<file path="config.mk">
export PLATFORM = sky130hd
export DESIGN_NAME = addsub_multicycle
export DESIGN_NICKNAME = d
export VERILOG_FILES = /design/src/rtl/addsub_multicycle.sv
export SDC_FILE = /design/constraint.sdc
export NUM_CORES = 1
export LEC_CHECK = 0
export ABC_CLOCK_PERIOD_IN_PS = 7100
export CORE_MARGIN = 3
export CORE_UTILIZATION = 45
export CTS_BUF_LIST = sky130_fd_sc_hd__clkbuf_2
export CTS_CLUSTER_DIAMETER = 200
export DETAILED_ROUTE_END_ITERATION = 10
export PLACE_DENSITY_LB_ADDON = 0.08
export SLEW_MARGIN = 30
export SYNTH_ARGS = -nofsm -noshare
export SYNTH_HDL_FRONTEND = slang
export SYNTH_SLANG_ARGS = --single-unit
</file>
<file path="constraint.sdc">
create_clock -name clk -period 7.1 [get_ports clk]
set_input_delay 0.71 -clock clk [delete_from_list [all_inputs] [get_ports clk]]
set_output_delay 0.71 -clock clk [all_outputs]
set_load 0.03 [all_outputs]
</file>
<file path="src/rtl/addsub_multicycle.sv">
`default_nettype none
// ============================================================================
// Module      : addsub_multicycle
// Description : Multi-cycle WIDTH-bit add/subtract unit for the Execute-stage
//               ALU. Each RUN cycle handles CHUNK bits, so one operation takes
//               N = WIDTH/CHUNK cycles. The unit also produces the ZF, SF and
//               OF flags and the raw carry out of the MSB.
//
// Ports       : clk        - clock, rising edge
//               rst_n      - synchronous active-low reset
//               start      - request, sampled only in IDLE or DONE
//               op         - 0 = a + b, 1 = a - b (latched with start)
//               a, b       - operands (latched with start)
//               busy       - high while the operation is in RUN
//               done       - one-cycle pulse; outputs below update with it
//               result     - sum or difference, modulo 2^WIDTH
//               carry_out  - carry out of MSB (subtract: 1 = no borrow)
//               ovf        - two's-complement signed overflow
//               zf         - result == 0
//               sf         - result[WIDTH-1]
//
// Revision    : 1.0 - initial release
// ============================================================================
module addsub_multicycle #(
    parameter int WIDTH = 64,
    parameter int CHUNK = 8
) (
    input  logic             clk,
    input  logic             rst_n,
    input  logic             start,
    input  logic             op,
    input  logic [WIDTH-1:0] a,
    input  logic [WIDTH-1:0] b,
    output logic             busy,
    output logic             done,
    output logic [WIDTH-1:0] result,
    output logic             carry_out,
    output logic             ovf,
    output logic             zf,
    output logic             sf
);

    localparam int c_num_chunks = WIDTH / CHUNK;
    localparam int c_cnt_w      = (c_num_chunks > 1) ? $clog2(c_num_chunks) : 1;
    localparam logic [c_cnt_w-1:0] c_last_cnt = c_cnt_w'(c_num_chunks - 1);

    localparam logic [1:0] c_st_idle = 2'd0;
    localparam logic [1:0] c_st_run  = 2'd1;
    localparam logic [1:0] c_st_done = 2'd2;

    // Reject parameter sets that would leave a partial top chunk.
    if ((CHUNK < 1) || (CHUNK > WIDTH) || ((WIDTH % CHUNK) != 0)) begin : g_bad_params
        $error("addsub_multicycle: WIDTH must be a non-zero multiple of CHUNK");
    end

    logic [1:0]         r_state;
    logic [c_cnt_w-1:0] r_cnt;
    logic [WIDTH-1:0]   r_a;
    logic [WIDTH-1:0]   r_b;       // already inverted for subtract
    logic               r_carry;
    logic [WIDTH-1:0]   r_work;    // partial result, separate from result

    logic [31:0]        w_base;
    logic [CHUNK-1:0]   w_a_chunk;
    logic [CHUNK-1:0]   w_b_chunk;
    logic [CHUNK:0]     w_sum;
    logic [WIDTH-1:0]   w_final;
    logic               w_accept;
    logic               w_last;
    logic               w_ovf;

    assign w_base    = 32'(r_cnt) * 32'(CHUNK);
    assign w_a_chunk = r_a[w_base +: CHUNK];
    assign w_b_chunk = r_b[w_base +: CHUNK];
    assign w_sum     = {1'b0, w_a_chunk} + {1'b0, w_b_chunk} + {{CHUNK{1'b0}}, r_carry};

    // Working register with the current chunk merged in. On the last chunk
    // this is the complete result, so flags can be derived from it directly.
    always_comb begin
        w_final                  = r_work;
        w_final[w_base +: CHUNK] = w_sum[CHUNK-1:0];
    end

    assign w_accept = start && ((r_state == c_st_idle) || (r_state == c_st_done));
    assign w_last   = (r_cnt == c_last_cnt);
    // Same operand signs but a different result sign means signed overflow.
    assign w_ovf    = (r_a[WIDTH-1] == r_b[WIDTH-1]) && (w_final[WIDTH-1] != r_a[WIDTH-1]);

    always_ff @(posedge clk) begin
        if (!rst_n) begin
            r_state   <= c_st_idle;
            r_cnt     <= '0;
            r_a       <= '0;
            r_b       <= '0;
            r_carry   <= 1'b0;
            r_work    <= '0;
            busy      <= 1'b0;
            done      <= 1'b0;
            result    <= '0;
            carry_out <= 1'b0;
            ovf       <= 1'b0;
            zf        <= 1'b0;
            sf        <= 1'b0;
        end else begin
            done <= 1'b0;
            case (r_state)
                c_st_idle, c_st_done: begin
                    if (w_accept) begin
                        r_a     <= a;
                        r_b     <= op ? ~b : b;
                        // Carry-in of 1 turns a + ~b into a - b.
                        r_carry <= op;
                        r_cnt   <= '0;
                        r_state <= c_st_run;
                        busy    <= 1'b1;
                    end else begin
                        r_state <= c_st_idle;
                        busy    <= 1'b0;
                    end
                end

                c_st_run: begin
                    r_work  <= w_final;
                    r_carry <= w_sum[CHUNK];
                    if (w_last) begin
                        r_cnt     <= '0;
                        r_state   <= c_st_done;
                        busy      <= 1'b0;
                        done      <= 1'b1;
                        result    <= w_final;
                        carry_out <= w_sum[CHUNK];
                        ovf       <= w_ovf;
                        zf        <= ~|w_final;
                        sf        <= w_final[WIDTH-1];
                    end else begin
                        r_cnt <= r_cnt + c_cnt_w'(1);
                    end
                end

                default: begin
                    r_state <= c_st_idle;
                    r_cnt   <= '0;
                    busy    <= 1'b0;
                end
            endcase
        end
    end

endmodule
`default_nettype wire

</file>
==> results.json, run 1 <==
{
  "run_status": "finished, final reports clean",
  "htreeDepth": 3,
  "ys_types": 66,
  "setup_viol": 0,
  "fin_crit_sh_pct": 69.0,
  "core_um2": 26500,
  "clkTransAtPathRegs_ns": 0.12,
  "initial_core_util_pct": 46.4,
  "grt_max_degree": 162,
  "fin_nets": 1788,
  "fillerInstances": 2563,
  "synth_ff_type": "dfxtp_1",
  "grt_usage_pct": 24.1,
  "crit_path_end_kind": "flop",
  "min-delay-path-class": "in2reg",
  "syn_to_final_growth_pct": 22.1,
  "syn_avg_cell_area_um2": 8.31,
  "maxSlewViolCount": 0,
  "globalplace.congestion": 0.934,
  "cp.arrival_ns": 5.70,
  "clock_latency_ns": 0.86,
  "syn-num-nets": 1627,
  "maxSlewHeadroom_pct": 35.6,
  "drive_above_1_share_pct": 10.5,
  "crit_required_ns": 7.90,
  "remaining_drc_errors": 0,
  "hold_buffers": 0,
  "chipHeight_um": 171,
  "cts_inserted_buffers": 71,
  "critPathMaxFanout": 22,
  "cts_sinks": 266,
  "synth_top_area_share_pct": 43.3,
  "cts_setup_buffers": 0,
  "syn-cell-area_um2": 12300,
  "boundaryPins": 202,
  "pwr_density_cell_nw_per_um2": 217,
  "synth_largest_area_cell": "dfxtp_1",
  "wl_per_cell_um": 17.8,
  "ir_drop_mv": 0.111,
  "dp_slack_ns": 2.02,
  "post-dp-hpwl_mm": 24.9,
  "fmax_mhz": 204,
  "rows": 59,
  "gr-total-overflow": 0,
  "first_pass_iters": 7,
  "cts_tree": "built",
  "worstSetupStartpointType": "flop",
  "drt-total-wl_mm": 36.0,
  "async_flop_share_pct": 0,
  "power.leakage_nw": 5.29,
  "antenna_found_initial": 1,
  "synth.most_common_cell": "nand2_1",
  "drt_iter0_drc": 794,
  "drv_cap": 0,
  "crit_chain": "clkinv_1 > ha_1 > nand4b_1 > o21ai_0 > nand4_1 > or3_1 > or4_1 > o21ai_1",
  "max_stage_delay_ns": 0.89,
  "synth_area_leaders": "dfxtp_1, nand2_1, nor2_1, a211oi_1, mux4_2",
  "fin_ws_ns": 2.20,
  "cts_max_path_buffers": 3,
  "cts_root_buf": "clkbuf_2",
  "ys_seq_area_share_pct": 43.3,
  "die_w_um": 171,
  "yosys_warnings": 0,
  "grt_pass1_wl_mm": 56.4,
  "synth_edf_count": 0,
  "syn_inst": 1482,
  "tightest_slew_ns": 0.965,
  "fin_tns_setup_ns": 0,
  "port_buffers": 201,
  "timing_worst_setup_path_type": "reg2reg",
  "ys_ff_latch": 266,
  "final_antenna_net_count": 0,
  "num_vias": 11100,
  "fin_skew_ns": 0.0521,
  "fin_crit_ns": 4.90,
  "grt_pass1_vias": 10400,
  "drt-vias-per-instance": 5.46,
  "die-area_um2": 29400,
  "grt_setup_unrepaired": "false",
  "cts_resized": 0,
  "synthTopCellsByCount": "nand2_1, dfxtp_1, nor2_1, a21oi_1, clkbuf_1",
  "power.total_mw": 3.25,
  "final_hold_viol_count": 0,
  "worst_path_max_delay_cell": "ha_1"
}
report_power, final:
part	internal [mW]	leakage [nW]	switching [mW]	total, mW
Sequential	1.56	2.17	0.0473	1.60
Combinational	0.233	2.64	0.328	0.561
Clock	0.455	0.479	0.634	1.09
Total	2.25	5.29	1.01	3.25
cell families after synthesis:
| family | count (synthesis) | share of synthesized area [%] |
|---|---|---|
| xor+xnor | 73 | 5.26 |
| buf+inv | 133 | 4.32 |
| fa+ha+maj | 13 | 1.44 |
| mux | 43 | 6.75 |
| simple gates | 617 | 21.0 |
| flops | 266 | 43.3 |
| compound gates | 337 | 17.9 |
layout by cell type (no fill, tap or decap), types with 32 or more instances in the layout:
cell type and count:
nand2_1 277, dfxtp_1 264, nor2_1 241, clkdlybuf4s50_1 200, a21oi_1 132, clkbuf_2 103
a211oi_1 97, xnor2_1 68, a311oi_1 35, mux4_2 32
worst paths after layout:
path                                              start                       to  slack, ns  cells after the start
worst min register to register  result[57]$_SDFFE_PN0P_  result[57]$_SDFFE_PN0P_       0.45                      2
worst min-delay path                               a[3]      r_a[3]$_SDFFE_PN0P_       0.41                      3
worst max-delay path              r_cnt[2]$_SDFFE_PN0P_          zf$_SDFFE_PN0P_       2.20                      8
worst max register to register    r_cnt[2]$_SDFFE_PN0P_          zf$_SDFFE_PN0P_       2.20                      8
cell type report:
cell class | instances | area [um^2] | area share [%]
multi-input combinational | 1083 | 6480 | 43.1
sequential | 266 | 5330 | 35.5
timing repair buffer | 212 | 2120 | 14.1
clock buffer | 103 | 515 | 3.43
tap | 335 | 419 | 2.79
clock inverter | 15 | 118 | 0.782
inverter | 9 | 38.8 | 0.258
antenna | 2 | 5.00 | 0.0333
metal layers:
metal | GRT usage, % | wire, um
met5 | 0 | 0
met2 | 39.6 | 16900
met4 | 7.77 | 722
met3 | 4.83 | 2260
met1 | 32.2 | 16100
flip-flops by register name, indices dropped and copies added (netlist names):
signal and count:
carry_out 1, done 1, ovf 1, r_a 64, r_b 64, r_carry 1, r_cnt 3, r_state 2
r_work 64, result 64, zf 1
worst max-delay path: cells and delay by family, from the launching register on:
family                     cells  cell delay, ns
and+or+nand+nor                4            1.78
adders and majority gates      1            0.89
AOI/OAI and AO/OA              2            0.61
buffers and inverters          1            0.72
DFF                            1            0.86
per-stage QoR:
step                util (%)  cell area, um^2  hold slack, ns  std cells
detailed placement      54.3            14400           0.443       1905
global placement        54.2            14400           0.439       1905
global route            56.7            15000           0.367       2024
floorplan                  -            12300           0.433       1482
finish                  56.7            15000           0.414       2025
CTS                     56.7            15000           0.349       2023
Power figures use the tool's default switching activity.
==> inputs of run 2 (changes only) <==
--- a/config.mk
+++ b/config.mk
@@ -5,7 +5,7 @@
 export SDC_FILE = /design/constraint.sdc
 export NUM_CORES = 1
 export LEC_CHECK = 0
-export ABC_CLOCK_PERIOD_IN_PS = 7100
+export ABC_CLOCK_PERIOD_IN_PS = 4570
 export CORE_MARGIN = 3
 export CORE_UTILIZATION = 45
 export CTS_BUF_LIST = sky130_fd_sc_hd__clkbuf_2
==> constraint.sdc (replaced) <==
create_clock -name clk -period 4.57 [get_ports clk]
set_input_delay 0.457 -clock clk [delete_from_list [all_inputs] [get_ports clk]]
set_output_delay 0.457 -clock clk [all_outputs]
set_load 0.03 [all_outputs]
==> run 2 against run 1 <==
- clock power is 48% higher
- worst setup slack got worse by 1.7 ns
- critical path depth increased by 5
==> results.json, run 2 (synthesis results as in run 1) <==
{
  "clock_latency_ns": 0.84,
  "grt_pass1_vias": 10800,
  "cp-startpoint": "r_cnt[1]$_SDFFE_PN0P_",
  "cts_resized": 0,
  "wl_per_cell_um": 18.4,
  "core_um2": 26500,
  "antenna_found_initial": 2,
  "cts_tree": "built",
  "mostFrequentLayoutCell": "nand2_1",
  "fillerInstances": 2535,
  "fin_crit_ns": 4.11,
  "rr_worst_depth": 13,
  "port_buffers": 201,
  "maxSlewHeadroom_pct": 47.4,
  "initial_core_util_pct": 46.4,
  "maxSlewViolCount": 0,
  "reg2reg_slack_ns": 0.46,
  "seqCellArea_um2": 5330,
  "multi_input_area_um2": 6470,
  "crit_chain": "mux4_2 > nand2_1 > nand2_1 > fa_1 > inv_1 > fa_1 > xnor2_1 > a2111oi_0 > o221ai_1 > nor4_2 > nand4_1 > or4_1 > o21ai_1",
  "drt-vias-per-instance": 5.49,
  "drt_iter0_drc": 839,
  "grt_pass1_wl_mm": 59.0,
  "cts_root_buf": "clkbuf_2",
  "timing_worst_setup_path_type": "reg2reg",
  "die-area_um2": 29400,
  "die_w_um": 171,
  "cts_inserted_buffers": 69,
  "rows": 59,
  "worstSetupStartpointType": "flop",
  "syn_to_final_growth_pct": 23.9,
  "pwr_density_cell_nw_per_um2": 330,
  "path_buf_inv": 1,
  "timing.rr.start": "r_cnt[1]$_SDFFE_PN0P_",
  "cts_setup_buffers": 0,
  "min-delay-path-class": "in2reg",
  "final_antenna_net_count": 0,
  "fin_tns_setup_ns": 0,
  "cts_sinks": 266,
  "worstHoldStart": "a[4]",
  "ir_drop_mv": 0.169,
  "num_vias": 11200,
  "critPathMaxFanout": 25,
  "grt_usage_pct": 25.6,
  "max_stage_delay_ns": 0.74,
  "path_delay_family": "simple AND/OR/NAND/NOR gates",
  "chipHeight_um": 171,
  "final_cell_mix": "nand2_1, dfxtp_1, nor2_1",
  "first_pass_iters": 5,
  "htreeDepth": 3,
  "r2r-end": "zf$_SDFFE_PN0P_",
  "min_to": "r_a[4]$_SDFFE_PN0P_",
  "fin_nets": 1819,
  "setup_viol": 0,
  "final_core_util_pct": 57.6,
  "crit_path_end_kind": "flop",
  "timing.hold.ws_ns": 0.178,
  "worst_path_max_delay_cell": "dfxtp_2",
  "grt_max_degree": 87,
  "fin_skew_ns": 0.0783,
  "boundaryPins": 202,
  "grt_setup_unrepaired": "false",
  "run_status": "finished, final reports clean",
  "fmax_mhz": 243,
  "gr-total-overflow": 0,
  "drt-total-wl_mm": 37.6,
  "drv_cap": 0,
  "power.leakage_nw": 5.45,
  "post-dp-hpwl_mm": 26.9,
  "fin_crit_sh_pct": 89.9,
  "remaining_drc_errors": 0,
  "drive_above_1_share_pct": 11.7,
  "clkTransAtPathRegs_ns": 0.13,
  "hold_buffers": 0,
  "worst_hold_path.num_cells": 3,
  "final_hold_viol_count": 0,
  "cts_max_path_buffers": 3,
  "cp.arrival_ns": 4.89,
  "globalplace.congestion": 0.889,
  "crit_required_ns": 5.35,
  "tightest_slew_ns": 0.788
}
[run 2: worst min-delay path: stages]
cell             delay [ns]
clkdlybuf4s50_1        0.40
nand2_1                0.06
a21oi_1                0.05
[run 2: cell type report]
type	count	area share, %
diodes	1	0.0164
clock buffers	98	3.21
clock inverters	11	0.615
inverters	9	0.254
multi-input cells	1083	42.4
flip-flops and latches	266	34.9
well taps	335	2.75
repair buffers	245	15.8
[run 2: worst max-delay path by stage]
stage | slack, ns | depth (start not counted) | end
2_1_floorplan | 0.34 | 17 | zf$_SDFFE_PN0P_
4_1_cts | 0.38 | 13 | zf$_SDFFE_PN0P_
3_5_place_dp | 0.38 | 13 | zf$_SDFFE_PN0P_
6_report | 0.46 | 13 | zf$_SDFFE_PN0P_
5_1_grt | 0.04 | 13 | zf$_SDFFE_PN0P_
3_3_place_gp | 0.45 | 13 | zf$_SDFFE_PN0P_
[run 2: per-stage QoR]
stage	instance area, um^2	instances	worst slack (ns)	total power, mW
global route	15300	2048	0.0406	5.31
global placement	14600	1937	0.445	3.46
detailed placement	14600	1937	0.379	3.47
CTS	15200	2046	0.382	5.09
finish	15300	2048	0.462	5.04
floorplan	12300	1482	0.339	3.07
[run 2: per-layer routing]
layer,share of wire [%],vias to the layer above,GRT usage [%]
met1,44,5216,34.0
met5,0.035,-,0
li1,-,5576,-
met2,48,374,42.6
met4,2.4,2,8.29
met3,5.7,66,4.32
[run 2: where the power goes]
part	internal (mW)	switching, mW	total, mW
clock network	0.673	0.941	1.61
registers	2.42	0.0760	2.50
logic	0.397	0.535	0.932
total	3.49	1.55	5.04
==> inputs of run 3 (changes only) <==
--- a/config.mk
+++ b/config.mk
@@ -6,12 +6,13 @@
 export NUM_CORES = 1
 export LEC_CHECK = 0
 export ABC_CLOCK_PERIOD_IN_PS = 4570
-export CORE_MARGIN = 3
 export CORE_UTILIZATION = 45
 export CTS_BUF_LIST = sky130_fd_sc_hd__clkbuf_2
 export CTS_CLUSTER_DIAMETER = 200
 export DETAILED_ROUTE_END_ITERATION = 10
 export PLACE_DENSITY_LB_ADDON = 0.08
+export REMOVE_ABC_BUFFERS = 1
+export SKIP_LAST_GASP = 1
 export SLEW_MARGIN = 30
 export SYNTH_ARGS = -nofsm -noshare
 export SYNTH_HDL_FRONTEND = slang
==> run 3 against run 2 <==
- cell area rose by 0.17%
- first-iteration DRC count fell by 11%
- die area fell by 4.6%
- count of clock-buffer cells in the layout fell by 2
- worst hold slack got worse by 0.021 ns
- final cell count rose by 0.59%
- clock power barely moved
- global-route usage fell by 0.56 points
- critical path depth fell by 1
- clock skew fell by 0.0069 ns
- combinational power barely moved
- largest cell class unchanged
==> results.json, run 3 (synthesis results as in run 1) <==
{
  "mostFrequentLayoutCell": "nand2_1",
  "fin_tns_setup_ns": 0,
  "drt_iter0_drc": 746,
  "globalplace.congestion": 0.953,
  "dp_slack_ns": 0.407,
  "cts_resized": 0,
  "fmax_mhz": 243,
  "max_stage_delay_ns": 0.62,
  "fin_crit_ns": 4.12,
  "combPwrFrac_pct": 18.7,
  "cts_tree": "built",
  "grt_setup_unrepaired": "false",
  "clkPwrFrac_pct": 31.6,
  "cts_setup_buffers": 0,
  "grt_usage_pct": 25.0,
  "timing_worst_setup_path_type": "reg2reg",
  "postPlaceCellArea_um2": 14700,
  "grt_pass1_wl_mm": 55.5,
  "crit_required_ns": 5.30,
  "fin_crit_sh_pct": 90.1,
  "fin_ws_ns": 0.451,
  "run_status": "finished, final reports clean",
  "timing.rr.start": "r_cnt[0]$_SDFFE_PN0P_",
  "final_cell_mix": "nand2_1, dfxtp_1, nor2_1",
  "grt_max_degree": 99,
  "boundaryPins": 202,
  "remaining_drc_errors": 0,
  "timing.hold.ws_ns": 0.156,
  "drt-total-wl_mm": 35.2,
  "cts_inserted_buffers": 68,
  "cpMostUsedCell": "nand2_1",
  "cp.arrival_ns": 4.85,
  "core_um2": 26900,
  "grt-busiest-layer": "met2",
  "clkTransAtPathRegs_ns": 0.10,
  "htreeDepth": 3,
  "cts_root_buf": "clkbuf_2",
  "ir_drop_mv": 0.147,
  "fin_skew_ns": 0.0714,
  "die-area_um2": 28000,
  "drt-vias-per-instance": 5.41,
  "maxSlewViolCount": 0,
  "final_hold_viol_count": 0,
  "p_sw_share_pct": 31.1,
  "wl_per_cell_um": 17.1,
  "chipHeight_um": 167,
  "grtUsageMet1_pct": 33.4,
  "hold_buffers": 0,
  "use_met3_pct": 4.30,
  "min-delay-path-class": "in2reg",
  "tightest_slew_ns": 0.757,
  "maxSlewHeadroom_pct": 49.4,
  "crit_chain": "buf_4 > mux4_2 > nand2_1 > nand2_1 > ha_1 > xnor2_1 > a2111oi_0 > o221ai_1 > nor4_2 > nand4_1 > or4_1 > o21ai_1",
  "power.switching_mw": 1.56,
  "cts_max_path_buffers": 3,
  "worstSetupStartpointType": "flop",
  "design_area_um2": 15300,
  "num_vias": 11100,
  "multi_input_area_um2": 6470,
  "crit_path_end_kind": "flop",
  "drive_above_1_share_pct": 11.8,
  "post-dp-hpwl_mm": 24.4,
  "die_w_um": 167,
  "gr-total-overflow": 0,
  "cp-startpoint": "r_cnt[0]$_SDFFE_PN0P_",
  "setup_viol": 0,
  "initial_core_util_pct": 45.8,
  "grt_pass1_vias": 10500,
  "worst_path_max_delay_cell": "dfxtp_4",
  "internal_power_mw": 3.45,
  "syn_to_final_growth_pct": 24.2,
  "use_met2_pct": 40.5,
  "rows": 60,
  "worstHoldStart": "a[21]",
  "p_seq_share_pct": 49.7,
  "first_pass_iters": 5,
  "antenna_found_initial": 1,
  "cts_sinks": 266,
  "power.leakage_nw": 5.44,
  "seqCellArea_um2": 5330,
  "fillerInstances": 2593,
  "clock_latency_ns": 0.85,
  "fin_nets": 1819,
  "power.total_mw": 5.00,
  "critPathMaxFanout": 21,
  "drv_cap": 0,
  "final_antenna_net_count": 0,
  "pwr_density_cell_nw_per_um2": 327,
  "port_buffers": 201
}
run 3: power by group through the flow:
| stage | Clock (mW) | Combinational [mW] | Sequential (mW) |
|---|---|---|---|
| floorplan | 0 | 0.541 | 2.53 |
| global placement | 0 | 0.918 | 2.54 |
| detailed placement | 0 | 0.929 | 2.54 |
| CTS | 1.63 | 0.932 | 2.49 |
| global route | 1.76 | 1.01 | 2.50 |
| finish | 1.58 | 0.935 | 2.49 |
run 3: worst max-delay path, delay by kind of cell (launching register included):
family / cells / cell delay [ns]
AO/OA/AOI/OAI: 3 / 0.78
XOR/XNOR: 1 / 0.26
adder cells (fa/ha/maj): 1 / 0.44
buffers and inverters: 1 / 0.35
flip-flops: 1 / 0.62
multiplexers: 1 / 0.55
AND/OR/NAND/NOR: 5 / 1.01
run 3: per-layer routing:
layer  vias to the layer above  wire length [um]
met1                      5118             15700
met5                         -                 0
met2                       372             16700
met4                         0               813
met3                        59              2030
li1                       5586                 -
run 3: cell type report:
cell class / instances / area share, %
Clock inverter: 18 / 0.704
Tap cell: 341 / 2.79
Timing Repair Buffer: 246 / 15.9
Clock buffer: 96 / 3.14
Sequential cell: 266 / 34.9
Multi-Input combinational cell: 1083 / 42.3
Inverter: 9 / 0.254
Antenna cell: 1 / 0.0164
run 3: worst paths after layout:
check | to | slack (ns) | cells past startpoint
worst min register to register | result[9]$_SDFFE_PN0P_ | 0.45 | 2
worst min-delay path | r_a[21]$_SDFFE_PN0P_ | 0.16 | 3
worst max register to register | zf$_SDFFE_PN0P_ | 0.45 | 12
worst max-delay path | zf$_SDFFE_PN0P_ | 0.45 | 12
run 3: metrics by stage:
stage / util [%] / instances
after floorplan: - / 1358
after global placement: 54.5 / 1943
after detailed placement: 54.7 / 1945
after CTS: 56.8 / 2059
after global routing: 56.9 / 2060
final: 56.9 / 2060
